===== src/rtl/alu_exec_stage_pkg.sv =====
// Shared definitions for the ALU execute stage: widths, ALU opcode encodings
// and the output-buffer entry layout.
package alu_exec_stage_pkg;

  localparam int DATA_W = 32;
  localparam int OP_W   = 5;
  localparam int TAG_W  = 5;

  typedef enum logic [OP_W-1:0] {
    ADD_  = 5'd0,
    SUB_  = 5'd1,
    AND_  = 5'd2,
    OR_   = 5'd3,
    XOR_  = 5'd4,
    SLL_  = 5'd5,
    SRL_  = 5'd6,
    SRA_  = 5'd7,
    SLT_  = 5'd8,
    SLTU_ = 5'd9,
    BEQ_  = 5'd10,
    BNE_  = 5'd11,
    BLT_  = 5'd12,
    BGE_  = 5'd13,
    BLTU_ = 5'd14,
    BGEU_ = 5'd15
  } alu_ops_e;

  typedef struct packed {
    logic [DATA_W-1:0] result;
    logic              flag;
    logic [TAG_W-1:0]  tag;
  } alu_entry_t;

endpackage


===== src/rtl/alu_exec_stage_alu.sv =====
// Combinational ALU: arithmetic/logic results plus a branch-condition flag.
// Branch ops leave Result at zero; undefined opcodes produce zero and no flag.
module alu_exec_stage_alu #(
  parameter int DATA_W = 32,
  parameter int OP_W   = 5
) (
  input  logic [DATA_W-1:0] a_i,
  input  logic [DATA_W-1:0] b_i,
  input  logic [OP_W-1:0]   op_i,
  output logic [DATA_W-1:0] result_o,
  output logic              flag_o
);
  import alu_exec_stage_pkg::*;

  localparam int SH_W = $clog2(DATA_W);

  logic [SH_W-1:0] shamt;
  logic            lt_s;
  logic            lt_u;
  logic            eq;

  assign shamt = b_i[SH_W-1:0];
  assign lt_s  = $signed(a_i) < $signed(b_i);
  assign lt_u  = a_i < b_i;
  assign eq    = a_i == b_i;

  always_comb begin
    result_o = '0;
    flag_o   = 1'b0;
    case (op_i)
      ADD_:  result_o = a_i + b_i;
      SUB_:  result_o = a_i - b_i;
      AND_:  result_o = a_i & b_i;
      OR_:   result_o = a_i | b_i;
      XOR_:  result_o = a_i ^ b_i;
      SLL_:  result_o = a_i << shamt;
      SRL_:  result_o = a_i >> shamt;
      SRA_:  result_o = $unsigned($signed(a_i) >>> shamt);
      SLT_:  result_o = {{(DATA_W-1){1'b0}}, lt_s};
      SLTU_: result_o = {{(DATA_W-1){1'b0}}, lt_u};
      BEQ_:  flag_o   = eq;
      BNE_:  flag_o   = ~eq;
      BLT_:  flag_o   = lt_s;
      BGE_:  flag_o   = ~lt_s;
      BLTU_: flag_o   = lt_u;
      BGEU_: flag_o   = ~lt_u;
      default: ;
    endcase
  end

endmodule


===== src/rtl/alu_exec_stage.sv =====
// Registered execute stage: ALU evaluated in the accept cycle, results held in
// a small in-order buffer until writeback/branch logic pops them.
module alu_exec_stage #(
  parameter int DEPTH  = 2,
  parameter int DATA_W = 32,
  parameter int OP_W   = 5,
  parameter int TAG_W  = 5
) (
  input  logic              clk,
  input  logic              rst,
  input  logic              in_valid,
  output logic              in_ready,
  input  logic [DATA_W-1:0] in_a,
  input  logic [DATA_W-1:0] in_b,
  input  logic [OP_W-1:0]   in_op,
  input  logic [TAG_W-1:0]  in_tag,
  input  logic              flush,
  output logic              out_valid,
  input  logic              out_ready,
  output logic [DATA_W-1:0] out_result,
  output logic              out_flag,
  output logic [TAG_W-1:0]  out_tag,
  output logic [31:0]       op_count
);
  import alu_exec_stage_pkg::*;

  localparam int PTR_W = (DEPTH > 1) ? $clog2(DEPTH) : 1;
  localparam int CNT_W = $clog2(DEPTH + 1);
  localparam logic [CNT_W-1:0] DEPTH_C = CNT_W'(DEPTH);

  logic [DATA_W-1:0] alu_result;
  logic              alu_flag;

  alu_exec_stage_alu #(
    .DATA_W (DATA_W),
    .OP_W   (OP_W)
  ) u_alu (
    .a_i      (in_a),
    .b_i      (in_b),
    .op_i     (in_op),
    .result_o (alu_result),
    .flag_o   (alu_flag)
  );

  alu_entry_t        mem_q [DEPTH];
  alu_entry_t        wr_entry;
  alu_entry_t        head;
  logic [DEPTH-1:0]  wr_en;
  logic [PTR_W-1:0]  wr_ptr_q, wr_ptr_d;
  logic [PTR_W-1:0]  rd_ptr_q, rd_ptr_d;
  logic [CNT_W-1:0]  occ_q, occ_d;
  logic              in_ready_q;
  logic [31:0]       op_count_q, op_count_d;
  logic              accept;
  logic              pop;

  assign accept   = in_valid & in_ready_q & ~flush;
  assign pop      = out_valid & out_ready & ~flush;
  assign wr_entry = '{result: alu_result, flag: alu_flag, tag: in_tag};

  // Pointers and occupancy snap back to zero on flush; buffered data is left stale.
  always_comb begin
    wr_ptr_d   = wr_ptr_q;
    rd_ptr_d   = rd_ptr_q;
    occ_d      = occ_q;
    op_count_d = op_count_q;
    if (flush) begin
      wr_ptr_d = '0;
      rd_ptr_d = '0;
      occ_d    = '0;
    end else begin
      if (accept) begin
        wr_ptr_d   = wr_ptr_q + PTR_W'(1);
        op_count_d = op_count_q + 32'd1;
      end
      if (pop) begin
        rd_ptr_d = rd_ptr_q + PTR_W'(1);
      end
      case ({accept, pop})
        2'b10:   occ_d = occ_q + CNT_W'(1);
        2'b01:   occ_d = occ_q - CNT_W'(1);
        default: occ_d = occ_q;
      endcase
    end
  end

  always_ff @(posedge clk or posedge rst) begin
    if (rst) begin
      wr_ptr_q   <= '0;
      rd_ptr_q   <= '0;
      occ_q      <= '0;
      in_ready_q <= 1'b0;
      op_count_q <= '0;
    end else begin
      wr_ptr_q   <= wr_ptr_d;
      rd_ptr_q   <= rd_ptr_d;
      occ_q      <= occ_d;
      in_ready_q <= (occ_d < DEPTH_C);
      op_count_q <= op_count_d;
    end
  end

  for (genvar gi = 0; gi < DEPTH; gi++) begin : g_wr_en
    assign wr_en[gi] = accept && (wr_ptr_q == PTR_W'(gi));
  end

  // Entries are cleared on reset so the head reads as zero while empty.
  always_ff @(posedge clk or posedge rst) begin
    if (rst) begin
      for (int i = 0; i < DEPTH; i++) begin
        mem_q[i] <= '0;
      end
    end else begin
      for (int i = 0; i < DEPTH; i++) begin
        if (wr_en[i]) begin
          mem_q[i] <= wr_entry;
        end
      end
    end
  end

  assign head       = mem_q[rd_ptr_q];
  assign in_ready   = in_ready_q;
  assign out_valid  = (occ_q != '0);
  assign out_result = head.result;
  assign out_flag   = head.flag;
  assign out_tag    = head.tag;
  assign op_count   = op_count_q;

endmodule


===== config.mk =====
export PLATFORM = sky130hd
export DESIGN_NAME = alu_exec_stage
export DESIGN_NICKNAME = d
export VERILOG_FILES = /design/src/rtl/alu_exec_stage_pkg.sv /design/src/rtl/alu_exec_stage_alu.sv /design/src/rtl/alu_exec_stage.sv
export SDC_FILE = /design/constraint.sdc
export NUM_CORES = 1
export LEC_CHECK = 0
export ABC_AREA = 1
export BUFFER_PORTS_ARGS = -buffer_cell sky130_fd_sc_hd__buf_2
export CAP_MARGIN = 10
export CORE_MARGIN = 2
export CORE_UTILIZATION = 50
export DETAILED_ROUTE_END_ITERATION = 7
export PLACE_DENSITY = 0.69
export SLEW_MARGIN = 10
export SYNTH_ARGS = -nofsm -noshare
export SYNTH_HDL_FRONTEND = slang
export SYNTH_SLANG_ARGS = --single-unit

===== constraint.sdc =====
create_clock -name clk -period 7.4 [get_ports clk]
set_input_delay 0.74 -clock clk [delete_from_list [all_inputs] [get_ports clk]]
set_output_delay 0.74 -clock clk [all_outputs]
set_load 0.02 [all_outputs]

==> impl_metrics.ini <==
[run_status]
status = finished clean

[cts]
clock_path_buffers = 2
worst_path_clk_slew_ns = 0.06
worst_skew_pair_later_pin_latency_ns = 0.41
cts.sinks = 113
tritoncts_clock_tree = built
ctsResizeCount = 0
ctsRootBufferMaster = sky130_fd_sc_hd__clkbuf_16
holdBufCountCts = 0
cts_made_buffers = 17
htreeDepth = 4
post-cts-setup-buffer-count = 0

[routing]
drtAntennaViolNets = 0
firstDrtPassIters = 6
drt_iter0_drc = 1949
wirelength_mm = 64.0
drt-vias-per-instance = 5.90
vias_post_dr = 18400
route.detailed.drc = 0
routed_wire_length_per_instance_um = 20.5

[timing]
totalNegativeSetupSlack_ns = 0
final.period_utilization_pct = 51.3
timing.clock.skew_ns = 0.0112
setup_repair_after_global_routing_missed_its_margin = false
final_hold_viol_count = 0
timing.final.max_slew_violations = 0
setup-violations-final = 0
timing_worst_slew_pin_value_ns = 1.08
fin_crit_ns = 3.79
relSlewSlack_pct = 27.4
fmax_ghz = 0.264

[global_route]
globalRouteTotalUtil_pct = 40.2
first_global_vias = 17000
grt_max_degree = 78
grt_pass1_wl_mm = 95.8
antenna_violations_before_repair = 1
grt_overflow = 0

[power]
totalPowerFinal_mw = 2.56
ir_worst_vdd_mv = 0.158
cellPowerDensity_mw_per_mm2 = 156
p_leak_nw = 9.19

[layout]
final_layout_size_suffix_gt1_share_pct = 9.55
final.fill_count = 3093
multi_input_comb_area_sq_mm = 0.0106
post-route-util_pct = 55.3
finish.net_count = 2895
area_growth_syn_to_layout_pct = 9.55
antenna_cells = 0
sequential_cell_area_sq_mm = 0.00283

[synth]
post_synth_instance_area_sq_mm = 0.0149
synth_nets = 2820
synthesis.yosys.warnings = 0
syn-instance-count = 2635
synth.lib_cells_used.distinct = 56
synth-seq-area-share_pct = 18.9
synth.avg_cell_area_sq_um = 5.67
yosys_register_bits = 113

[die]
site_row_count = 63
die_outline_area_sq_mm = 0.0313
core_area_sq_mm = 0.0296
count_of_boundary_i_o_pins = 151
initial_core_util_pct = 50.5
die_y_um = 177
die_width_um = 177

[worst_setup_path]
crit_arrival_ns = 4.09
cp_max_fo = 49
cp_startpoint_kind = primary input
timing.critical_path.to_type = register
critPathKind = primary input to register
worstPathRequired_ns = 7.69

[min_path]
hp-class = primary input to async pin

[placed_design]
io_buffer_count = 150
gp_congestion = 1.05
place.detailed.hpwl_mm = 51.0

[job]
max_cap_violations = 0
## power breakdown
part / internal [mW] / switching (mW)
Combinational: 0.287 / 0.716
Sequential: 0.703 / 0.0591
Clock: 0.497 / 0.295
Total: 1.49 / 1.07
## metal layers
layer  global-route usage, %  part of all wire (%)  up-vias  routed length [um]
li1                        -                     -     8648                   -
met1                    51.3                    40     8491               25400
met2                    65.7                    46     1036               29100
met3                    7.07                   9.6      175                6120
met4                    18.9                   5.1        2                3240
met5                       0                 0.020        -                  13
## synthesized netlist by cell type, drive strengths merged
master      n  area share, %
nand2    1030             26
nand3     326             11
inv       278            7.0
nor2      224            6.5
o21ai     137            4.6
dfrtp     113             19
ha        104            8.7
a21oi     100            3.4
buf        66            2.3
clkbuf     42            1.1
nand4      30            1.3
nor3       28            1.0
xor2       23            1.3
o211ai     20            1.0
o22ai      16           0.67
o21bai     13           0.65
o21a       11           0.55
xnor2      10           0.59
nor4        8           0.46
o2111ai     8           0.47
and2        7           0.29
a31oi       6           0.25
nand3b      6           0.30
or2         6           0.25
a21boi      4           0.20
a221oi      4           0.23
clkinv      3          0.084
a211oi      2           0.10
and3        2          0.084
fa          2           0.27
a21o        1          0.050
a22o        1          0.059
and3b       1          0.059
nor3b       1          0.050
o221ai      1          0.059
o311a       1          0.067
## layout make-up
class / instances / area share [%]
Clock buffer: 20 / 2.67
Tap cell: 390 / 2.98
Multi-Input combinational cell: 2133 / 64.5
Sequential cell: 113 / 17.3
Timing Repair Buffer: 164 / 5.23
Clock inverter: 12 / 0.818
Inverter: 281 / 6.49
## per-stage QoR
stage | area (sq um) | hold slack [ns] | setup slack [ns] | instances
4_1_cts | 16400 | 0.359 | 3.74 | 3113
3_5_place_dp | 15800 | 0.458 | 3.32 | 3081
5_1_grt | 16400 | 0.380 | 3.39 | 3113
2_1_floorplan | 14900 | 0.442 | 3.67 | 2635
3_3_place_gp | 15800 | 0.454 | 3.41 | 3081
6_report | 16400 | 0.346 | 3.61 | 3113
## worst max-delay path, cell delays in order
cell and delay (ns):
sky130_fd_sc_hd__buf_2 0.70, sky130_fd_sc_hd__inv_2 0.53, sky130_fd_sc_hd__nand2_1 0.24, sky130_fd_sc_hd__nand3_1 0.11, sky130_fd_sc_hd__nand3_1 0.17, sky130_fd_sc_hd__o21ai_0 0.14
sky130_fd_sc_hd__nand2_1 0.11, sky130_fd_sc_hd__nand2_1 0.07, sky130_fd_sc_hd__o21ai_0 0.71, sky130_fd_sc_hd__nand3_1 0.35, sky130_fd_sc_hd__nand2_1 0.13, sky130_fd_sc_hd__nand2_1 0.06
## cells in the final DEF, fill, tap and decap left out, types with 25 or more instances in the layout
cell type / n
sky130_fd_sc_hd__a21oi_1: 99
sky130_fd_sc_hd__buf_2: 150
sky130_fd_sc_hd__dfrtp_1: 113
sky130_fd_sc_hd__ha_1: 104
sky130_fd_sc_hd__inv_1: 253
sky130_fd_sc_hd__nand2_1: 1022
sky130_fd_sc_hd__nand3_1: 323
sky130_fd_sc_hd__nand4_1: 30
sky130_fd_sc_hd__nor2_1: 203
sky130_fd_sc_hd__nor3_1: 25
sky130_fd_sc_hd__o21ai_0: 114
## logic make-up after synthesis
logic type / after synthesis / synth area share (%)
buffers and inverters: 389 / 10.4
DFF: 113 / 18.9
AOI/OAI and AO/OA: 325 / 12.3
xor gates and xnor gates: 33 / 1.94
adders and majority gates: 106 / 8.98
and+or+nand+nor: 1669 / 47.4
## flip-flops by register name (all words and copies together) (netlist names)
register and cells:
occ_q 2, in_ready 1, mem_q 76, wr_ptr_q 1, op_count 32, rd_ptr_q 1
## worst paths after layout
path / cells after the start / from / to / slack, ns
min reg2reg: 1 / op_count[31] / op_count[31] / 0.47
max reg2reg: 7 / in_ready / mem_q[42] / 4.42
min in group clk: 1 / op_count[31] / op_count[31] / 0.47
max in group asynchronous: 3 / rst / mem_q[14] / 5.73
min: 2 / rst / op_count[6] / 0.35
max: 12 / in_b[0] / mem_q[16] / 3.61
No activity file was read; power rests on OpenSTA's default activity.
